## src/rtl/parking_ctrl_p.sv

```systemverilog
// Parking-lot occupancy controller with a university reservation that shrinks
// hour by hour after RELEASE_HOUR; all status outputs are registered.
module parking_ctrl_p #(
    parameter int CAP_TOTAL     = 700,
    parameter int UNI_CAP_BASE  = 500,
    parameter int UNI_CAP_STEP  = 50,
    parameter int UNI_CAP_MIN   = 200,
    parameter int RELEASE_HOUR  = 13,
    parameter int START_HOUR    = 8,
    parameter int END_HOUR      = 24,
    parameter int CLKS_PER_HOUR = 1,
    parameter int CW            = 10
) (
    input  logic          clk,
    input  logic          reset,
    input  logic          car_entered,
    input  logic          is_uni_car_entered,
    input  logic          car_exited,
    input  logic          is_uni_car_exited,
    output logic [CW-1:0] uni_parked_cars,
    output logic [CW-1:0] parked_cars,
    output logic [CW-1:0] uni_vacated_space,
    output logic [CW-1:0] vacated_space,
    output logic          uni_is_vacated_space,
    output logic          is_vacated_space,
    output logic [4:0]    hour,
    output logic          entry_rejected,
    output logic          exit_error
);

    localparam int PW = (CLKS_PER_HOUR > 1) ? $clog2(CLKS_PER_HOUR) : 1;

    logic [PW-1:0] r_presc;
    logic [4:0]    r_hour;
    logic [CW-1:0] r_uni_cnt;
    logic [CW-1:0] r_pub_cnt;
    logic [CW-1:0] r_uni_vac;
    logic [CW-1:0] r_pub_vac;
    logic          r_uni_flag;
    logic          r_pub_flag;
    logic          r_entry_rej;
    logic          r_exit_err;

    logic          w_tick;
    logic [CW-1:0] w_uni_cap;
    logic [CW-1:0] w_pub_cap;
    logic [CW-1:0] w_uni_cnt_nxt;
    logic [CW-1:0] w_pub_cnt_nxt;
    logic [CW-1:0] w_uni_vac_nxt;
    logic [CW-1:0] w_pub_vac_nxt;
    logic          w_uni_inc;
    logic          w_uni_dec;
    logic          w_pub_inc;
    logic          w_pub_dec;
    logic          w_rej_nxt;
    logic          w_err_nxt;

    function automatic logic [CW-1:0] uni_cap_f(input logic [4:0] h);
        int dec;
        if (int'(h) <= RELEASE_HOUR) begin
            return CW'(UNI_CAP_BASE);
        end else begin
            dec = UNI_CAP_STEP * (int'(h) - RELEASE_HOUR);
            if (dec >= UNI_CAP_BASE - UNI_CAP_MIN) begin
                return CW'(UNI_CAP_MIN);
            end else begin
                return CW'(UNI_CAP_BASE - dec);
            end
        end
    endfunction

    assign w_tick = (r_presc == PW'(CLKS_PER_HOUR - 1));

    // Entry/exit decisions and next-cycle free space; acceptance uses the registered free counts
    always_comb begin
        w_uni_inc = 1'b0;
        w_uni_dec = 1'b0;
        w_pub_inc = 1'b0;
        w_pub_dec = 1'b0;
        w_rej_nxt = 1'b0;
        w_err_nxt = 1'b0;
        if (car_entered) begin
            if (is_uni_car_entered) begin
                if (r_uni_vac != {CW{1'b0}}) w_uni_inc = 1'b1;
                else                         w_rej_nxt = 1'b1;
            end else begin
                if (r_pub_vac != {CW{1'b0}}) w_pub_inc = 1'b1;
                else                         w_rej_nxt = 1'b1;
            end
        end else begin
            w_rej_nxt = 1'b0;
        end
        if (car_exited) begin
            if (is_uni_car_exited) begin
                if (r_uni_cnt != {CW{1'b0}}) w_uni_dec = 1'b1;
                else                         w_err_nxt = 1'b1;
            end else begin
                if (r_pub_cnt != {CW{1'b0}}) w_pub_dec = 1'b1;
                else                         w_err_nxt = 1'b1;
            end
        end else begin
            w_err_nxt = 1'b0;
        end
        w_uni_cnt_nxt = r_uni_cnt + CW'(w_uni_inc) - CW'(w_uni_dec);
        w_pub_cnt_nxt = r_pub_cnt + CW'(w_pub_inc) - CW'(w_pub_dec);

        // Capacity follows the hour currently held, so a new hour shows up one edge later
        w_uni_cap = uni_cap_f(r_hour);
        if (w_uni_cap >= w_uni_cnt_nxt) w_pub_cap = CW'(CAP_TOTAL) - w_uni_cap;
        else                            w_pub_cap = CW'(CAP_TOTAL) - w_uni_cnt_nxt;
        if (w_uni_cap > w_uni_cnt_nxt) w_uni_vac_nxt = w_uni_cap - w_uni_cnt_nxt;
        else                           w_uni_vac_nxt = {CW{1'b0}};
        if (w_pub_cap > w_pub_cnt_nxt) w_pub_vac_nxt = w_pub_cap - w_pub_cnt_nxt;
        else                           w_pub_vac_nxt = {CW{1'b0}};
    end

    // Prescaler, hour counter, occupancy counts and registered status outputs
    always_ff @(posedge clk or negedge reset) begin
        if (!reset) begin
            r_presc     <= {PW{1'b0}};
            r_hour      <= 5'(START_HOUR);
            r_uni_cnt   <= {CW{1'b0}};
            r_pub_cnt   <= {CW{1'b0}};
            r_uni_vac   <= CW'(UNI_CAP_BASE);
            r_pub_vac   <= CW'(CAP_TOTAL - UNI_CAP_BASE);
            r_uni_flag  <= 1'b1;
            r_pub_flag  <= 1'b1;
            r_entry_rej <= 1'b0;
            r_exit_err  <= 1'b0;
        end else begin
            if (w_tick) begin
                r_presc <= {PW{1'b0}};
                if (r_hour == 5'(END_HOUR)) r_hour <= 5'(START_HOUR);
                else                        r_hour <= r_hour + 5'd1;
            end else begin
                r_presc <= r_presc + PW'(1);
            end
            r_uni_cnt   <= w_uni_cnt_nxt;
            r_pub_cnt   <= w_pub_cnt_nxt;
            r_uni_vac   <= w_uni_vac_nxt;
            r_pub_vac   <= w_pub_vac_nxt;
            r_uni_flag  <= (w_uni_vac_nxt != {CW{1'b0}});
            r_pub_flag  <= (w_pub_vac_nxt != {CW{1'b0}});
            r_entry_rej <= w_rej_nxt;
            r_exit_err  <= w_err_nxt;
        end
    end

    assign uni_parked_cars      = r_uni_cnt;
    assign parked_cars          = r_pub_cnt;
    assign uni_vacated_space    = r_uni_vac;
    assign vacated_space        = r_pub_vac;
    assign uni_is_vacated_space = r_uni_flag;
    assign is_vacated_space     = r_pub_flag;
    assign hour                 = r_hour;
    assign entry_rejected       = r_entry_rej;
    assign exit_error           = r_exit_err;

endmodule

```

## config.mk

```make
export PLATFORM = sky130hd
export DESIGN_NAME = parking_ctrl_p
export DESIGN_NICKNAME = d
export VERILOG_FILES = /design/src/rtl/parking_ctrl_p.sv
export SDC_FILE = /design/constraint.sdc
export NUM_CORES = 1
export LEC_CHECK = 0
export ABC_CLOCK_PERIOD_IN_PS = 15300
export CAP_MARGIN = 0
export CORE_UTILIZATION = 53
export CTS_CLUSTER_DIAMETER = 80
export DETAILED_ROUTE_END_ITERATION = 7
export HOLD_SLACK_MARGIN = 0.12
export PLACE_DENSITY_LB_ADDON = 0.2
export SETUP_SLACK_MARGIN = 0.3
export SLEW_MARGIN = 10
export SYNTH_ARGS = -nofsm -noshare
export SYNTH_HDL_FRONTEND = slang
export SYNTH_SLANG_ARGS = --single-unit
```

## constraint.sdc

```tcl
create_clock -name clk -period 15.3 [get_ports clk]
set_input_delay 1.53 -clock clk [delete_from_list [all_inputs] [get_ports clk]]
set_output_delay 1.53 -clock clk [all_outputs]
set_load 0.05 [all_outputs]
```

# Yosys cells after proc, flatten, opt, wreduce, memory -nomap -nowiden
# Index checks and enable logic that the tools add are counted.
dict set report op_classes {
  n_addsub 12
  multipliers 1
  magnitude_cmp 5
  eq_ne 1
  mux 27
  reduce_logical 6
}
# operator count
set op_table {}
lappend op_table {{10-bit nonzero test} 6}
lappend op_table {{10-bit two-way mux} 5}
lappend op_table {{10-bit subtractor (first input constant)} 3}
lappend op_table {{1-bit two-way mux} 21}
lappend op_table {{10-bit by 1-bit adder with 10-bit output} 2}
lappend op_table {{10-bit > comparator} 2}
lappend op_table {{10-bit by 1-bit subtractor with 10-bit output} 2}
lappend op_table {{10-bit subtractor} 2}
lappend op_table {{13-bit by 10-bit >= comparator with 1-bit output (second input constant)} 1}
lappend op_table {{6-bit by 6-bit multiplier with 12-bit output (first input constant)} 1}
lappend op_table {{10-bit >= comparator} 1}
lappend op_table {{5-bit by 4-bit subtractor with 6-bit output (second input constant)} 1}
lappend op_table {{5-bit by 1-bit adder with 5-bit output (second input constant)} 1}
lappend op_table {{5-bit equality test (second input constant)} 1}
lappend op_table {{5-bit by 4-bit <= comparator with 1-bit output (second input constant)} 1}
lappend op_table {{5-bit two-way mux} 1}
lappend op_table {{1-bit adder (second input constant)} 1}
dict set report totals {
  regBits 50
  input_bits 6
  output_inout_bits 49
  wordCells 62
}

# Depth between registers and ports, before layout
dict set report depth {
  ltp_word 11
  depth_mapped 43
  depth_no_buf 40
}

# Worst setup path after synthesis
# Ideal clock, no wire load.
dict set report synth_timing {
  path_kind {flip-flop to flip-flop}
  start {register r_hour[0], in the netlist hour[0]}
  end {register r_pub_vac[2], in the netlist vacated_space[2]}
  setup_time_ps 132
  arrival_ps 9046
  slack_ps 6122
  path_stages_with_launch 42
  period_less_slack_ps 9178
  path_cell_list {dfrtp_1 > buf_2 > inv_1 > ha_1 > inv_1 > nand3_1 > xor2_1 > inv_1 > fa_1 > nor2b_1 > fa_1 > ha_1 > ha_1 > a211o_1 > o211a_1 > or3_1 > and4_1 > nor2_1 > [6 not listed] > o41a_1 > clkbuf_1 > a21oi_1 > ha_1 > inv_1 > nand2_1 > a21oi_1 > a211o_1 > o21a_1 > ha_1 > and3_1 > a221o_1 > a21oi_1 > nor2b_1 > o21a_1 > o2bb2ai_1 > clkbuf_1 > nor2_1}
}
dict set report synth_between {
  elab_chain_cells 9
  elab_cells_between_ends 13
  cone_classes {add/sub (4); mul (1); order compare (4); mux (4)}
}
# element line
set synth_rtl {}
lappend synth_rtl {{start, declared} 34} ;# logic [4:0] r_hour;
lappend synth_rtl {{start signal, assigned} 121} ;# r_hour <= 5'(START_HOUR);
lappend synth_rtl {{start signal, assigned} 133} ;# if (r_hour == 5'(END_HOUR)) r_hour <= 5'(START_HOUR);
lappend synth_rtl {{start signal, assigned} 134} ;# else r_hour <= r_hour + 5'd1;
lappend synth_rtl {{5-bit by 4-bit subtractor with 6-bit output} 63} ;# dec = UNI_CAP_STEP * (int'(h) - RELEASE_HOUR);
lappend synth_rtl {{6-bit by 6-bit multiplier with 12-bit output} 63}
lappend synth_rtl {{13-bit by 10-bit >= comparator with 1-bit output or 10-bit subtractor (tied branches)} {64, 67}}
lappend synth_rtl {{10-bit two-way mux} 64} ;# if (dec >= UNI_CAP_BASE - UNI_CAP_MIN) begin
lappend synth_rtl {{10-bit two-way mux *} 60} ;# if (int'(h) <= RELEASE_HOUR) begin
lappend synth_rtl {{10-bit subtractor or 10-bit >= comparator (tied branches)} 109} ;# if (w_uni_cap >= w_uni_cnt_nxt) w_pub_cap = CW'(CAP_TOTAL) - w_uni_cap;
lappend synth_rtl {{10-bit two-way mux *} 109}
lappend synth_rtl {{10-bit subtractor or 10-bit > comparator (tied branches)} 113} ;# if (w_pub_cap > w_pub_cnt_nxt) w_pub_vac_nxt = w_pub_cap - w_pub_cnt_nxt;
lappend synth_rtl {{10-bit two-way mux *} 113}
lappend synth_rtl {{via w_pub_vac_nxt[2]} 50} ;# logic [CW-1:0] w_pub_vac_nxt;
lappend synth_rtl {{end signal, assigned} 125} ;# r_pub_vac <= CW'(CAP_TOTAL - UNI_CAP_BASE);
lappend synth_rtl {{end signal, assigned} 141} ;# r_pub_vac <= w_pub_vac_nxt;
lappend synth_rtl {{end, declared} 38} ;# logic [CW-1:0] r_pub_vac;
# Mark *: on every way through the listed nets, which the timed path passes. The rest lies on a longest branch.
# A chain may end at the register's enable or synchronous reset.

# Worst setup path after layout
dict set report layout_timing {
  start {register r_hour[0], in the netlist hour[0]}
  end {register r_pub_vac[4], in the netlist vacated_space[4]}
}
# Same word-level chain as after synthesis.

==> flow_summary.json <==
{
  "cts_sinks": 49,
  "seq_area_um2": 1240,
  "netlist_instances": 521,
  "gp_routability_congestion": 0.924,
  "insertion_delay_ns": 0.30,
  "slowest_delay_ns": 0.68,
  "drt_pass1_iterations": 4,
  "path_class": "flop to flop",
  "hold_depth": 1,
  "postCtsResizedCells": 0,
  "worst_slack_ns": 5.23,
  "wl_um": 10100,
  "max_slew_margin_pct": 51.0,
  "startpoint_type": "flop",
  "clockRootBuffer": "clkbuf_8",
  "endpoint_kind": "flop",
  "grt_pass1_wl_um": 16900,
  "grtUsageTotal_pct": 23.7,
  "critPathMaxFanout": 14,
  "first_iter_violations": 202,
  "synth_nets": 611,
  "yosysSeqAreaShare_pct": 26.8,
  "avgRoutedWirePerCell_um": 14.9,
  "layout-drive-gt1-share_pct": 5.56,
  "synth_area_leaders": "ha_1 (20%), dfrtp_1 (20%), dfstp_2 (6.8%)",
  "synth_cell_types": 59,
  "die_width_um": 95.4,
  "ys_warn_count": 0,
  "syn_area_per_cell_um2": 8.88,
  "grt.overflow.total": 0,
  "cts_max_level": 2,
  "vias": 3740,
  "coreArea_um2": 8340,
  "dieArea_um2": 9110,
  "area_growth_pct": 16.2,
  "rows": 33,
  "hpwl_um": 8360,
  "final-hold-violation-count": 0,
  "antenna_cells": 0,
  "initial_core_util_pct": 55.5,
  "setup_viol": 0,
  "synth_enable_flop_cells": 0,
  "r2r_cells": 35,
  "yosys.area.top_type": "ha_1",
  "hp-class": "flop to flop",
  "period_share_pct": 65.8,
  "fin_crit_ns": 10.07,
  "utilization_pct": 64.4,
  "die_y_um": 95.4,
  "worstPathArrival_ns": 10.23,
  "fin_skew_ns": 0.00854,
  "cp.depth": 35,
  "synth_area_um2": 4630,
  "path_common_cell": "ha_1",
  "required_ns": 15.46,
  "multi_input_area_um2": 3070,
  "ios": 55,
  "drc_errors": 0,
  "grt_pass1_vias": 3620,
  "io_buffer_count": 54,
  "clk_path_buf_depth": 2,
  "viasPerCell": 5.49,
  "drv_cap": 0,
  "status": "completed",
  "crit_family": "compound AO/OA/AOI/OAI gates",
  "grt_max_degree": 50,
  "n_fill_cell": 721,
  "cts_tree": "built",
  "fin_nets": 665,
  "ys_ff_latch": 49,
  "maxClockFrequency_ghz": 0.0993,
  "synth-main-ff-cell": "dfrtp_1",
  "async_flop_share_pct": 100,
  "report.final.slew_viol_count": 0,
  "numCtsBuffers": 5,
  "antenna_left": 0,
  "clk_pin_slew_ns": 0.10,
  "dp_slack_ns": 5.31,
  "antenna_found_initial": 0,
  "critPathBufInv": 3,
  "worstMarginPinSlew_ns": 0.735,
  "ctsHoldBuffers": 0,
  "post_cts_buffers": 0,
  "fin_setup_tns_ns": 0,
  "yosysTopAreaCellShare_pct": 20.3,
  "slowest_stage": "dfrtp_1",
  "rsz0062_at_grt": "no"
}
[stage by stage]
stage | instances | hold WS (ns) | instance area [um^2]
4_1_cts | 681 | 0.594 | 5380
3_3_place_gp | 673 | 0.579 | 5260
5_1_grt | 681 | 0.607 | 5380
3_5_place_dp | 673 | 0.579 | 5260
2_1_floorplan | 521 | 0.826 | 4630
6_report | 681 | 0.595 | 5380
[worst reg2reg max path: cells and delay by family (launching register included)]
kind,cells,cell delay [ns]
multiplexers,1,0.13
adder cells (fa/ha/maj),7,2.53
AO/OA/AOI/OAI,11,3.19
AND/OR/NAND/NOR,11,2.34
flip-flops,1,0.68
buffers and inverters,3,0.44
XOR/XNOR,2,0.64
[per-layer routing]
metal | up-vias | share of wire [%] | track usage [%]
li1 | 1891 | - | -
met1 | 1769 | 49 | 32.7
met2 | 72 | 48 | 40.8
met3 | 8 | 2.5 | 1.75
met4 | 0 | 0.67 | 4.73
met5 | - | 0 | 0
[cell type report]
type                            instances  share of cell area (%)
Sequential cell                        49                    23.1
Inverter                               72                    5.03
Tap cell                              105                    2.44
Multi-Input combinational cell        392                    57.1
Clock buffer                            6                    1.54
Timing Repair Buffer                   55                    10.1
Clock inverter                          2                   0.698
[cell usage in the layout (no fill, tap or decap), types with 7 or more instances in the layout]
master           netlist  layout
a21o_1                11      11
nand3_1               12      12
clkdlybuf4s50_1        0      53
inv_1                 72      72
xor2_1                18      18
nand2_1               26      26
ha_1                  75      75
dfstp_2               12      12
a31oi_1                7       7
a21oi_1               29      29
xnor2_1               33      33
nor3_1                10      10
dfrtp_1               37      37
fa_1                   9       9
nor2_1                51      51
o21ai_0               18      18
[cells in the mapped netlist (all sizes together), types with 2 or more instances]
cell,number
nor3b,3
dfrtp,37
a211oi,3
mux2i,5
clkbuf,5
o21bai,7
dfstp,12
nand4,6
o21ai,19
o2111ai,2
inv,72
nand3b,3
or4,2
fa,9
a21oi,29
xor2,18
nand2,26
o32ai,2
and3,4
a211o,2
ha,75
nand3,12
xnor2,33
nor2b,6
a31oi,7
nor2,52
buf,3
o31ai,4
nor3,10
nand2b,6
a21o,11
nor4b,2
and2,5
nor4,5
or3,5
o21a,4
[final timing paths]
kind | start | to | slack (ns)
worst max-delay path | hour[0] | vacated_space[4] | 5.23
worst min-delay path | hour[3] | hour[3] | 0.59
worst max register to register | hour[0] | vacated_space[4] | 5.23
worst min register to register | hour[3] | hour[3] | 0.59
max in group asynchronous | reset | uni_vacated_space[9] | 13.54
min in group asynchronous | reset | parked_cars[6] | 1.31
[kinds of logic after synthesis]
kind of cell	after synthesis	share of synthesized area [%]
AND/OR/NAND/NOR	152	16.5
flip-flops	49	26.8
XOR/XNOR	51	9.65
buffers and inverters	80	6.84
adder cells (fa/ha/maj)	84	24.2
multiplexers	6	1.33
AO/OA/AOI/OAI	99	14.6
[state kept, by name, indices dropped and copies added, names as in the netlist]
| register | count |
|---|---|
| hour | 5 |
| uni_parked_cars | 10 |
| uni_is_vacated_space | 1 |
| exit_error | 1 |
| vacated_space | 10 |
| entry_rejected | 1 |
| uni_vacated_space | 10 |
| parked_cars | 10 |
| is_vacated_space | 1 |
Power is not shown: default switching activity piles up to over one toggle a cycle in this logic, so the estimate is an artifact.
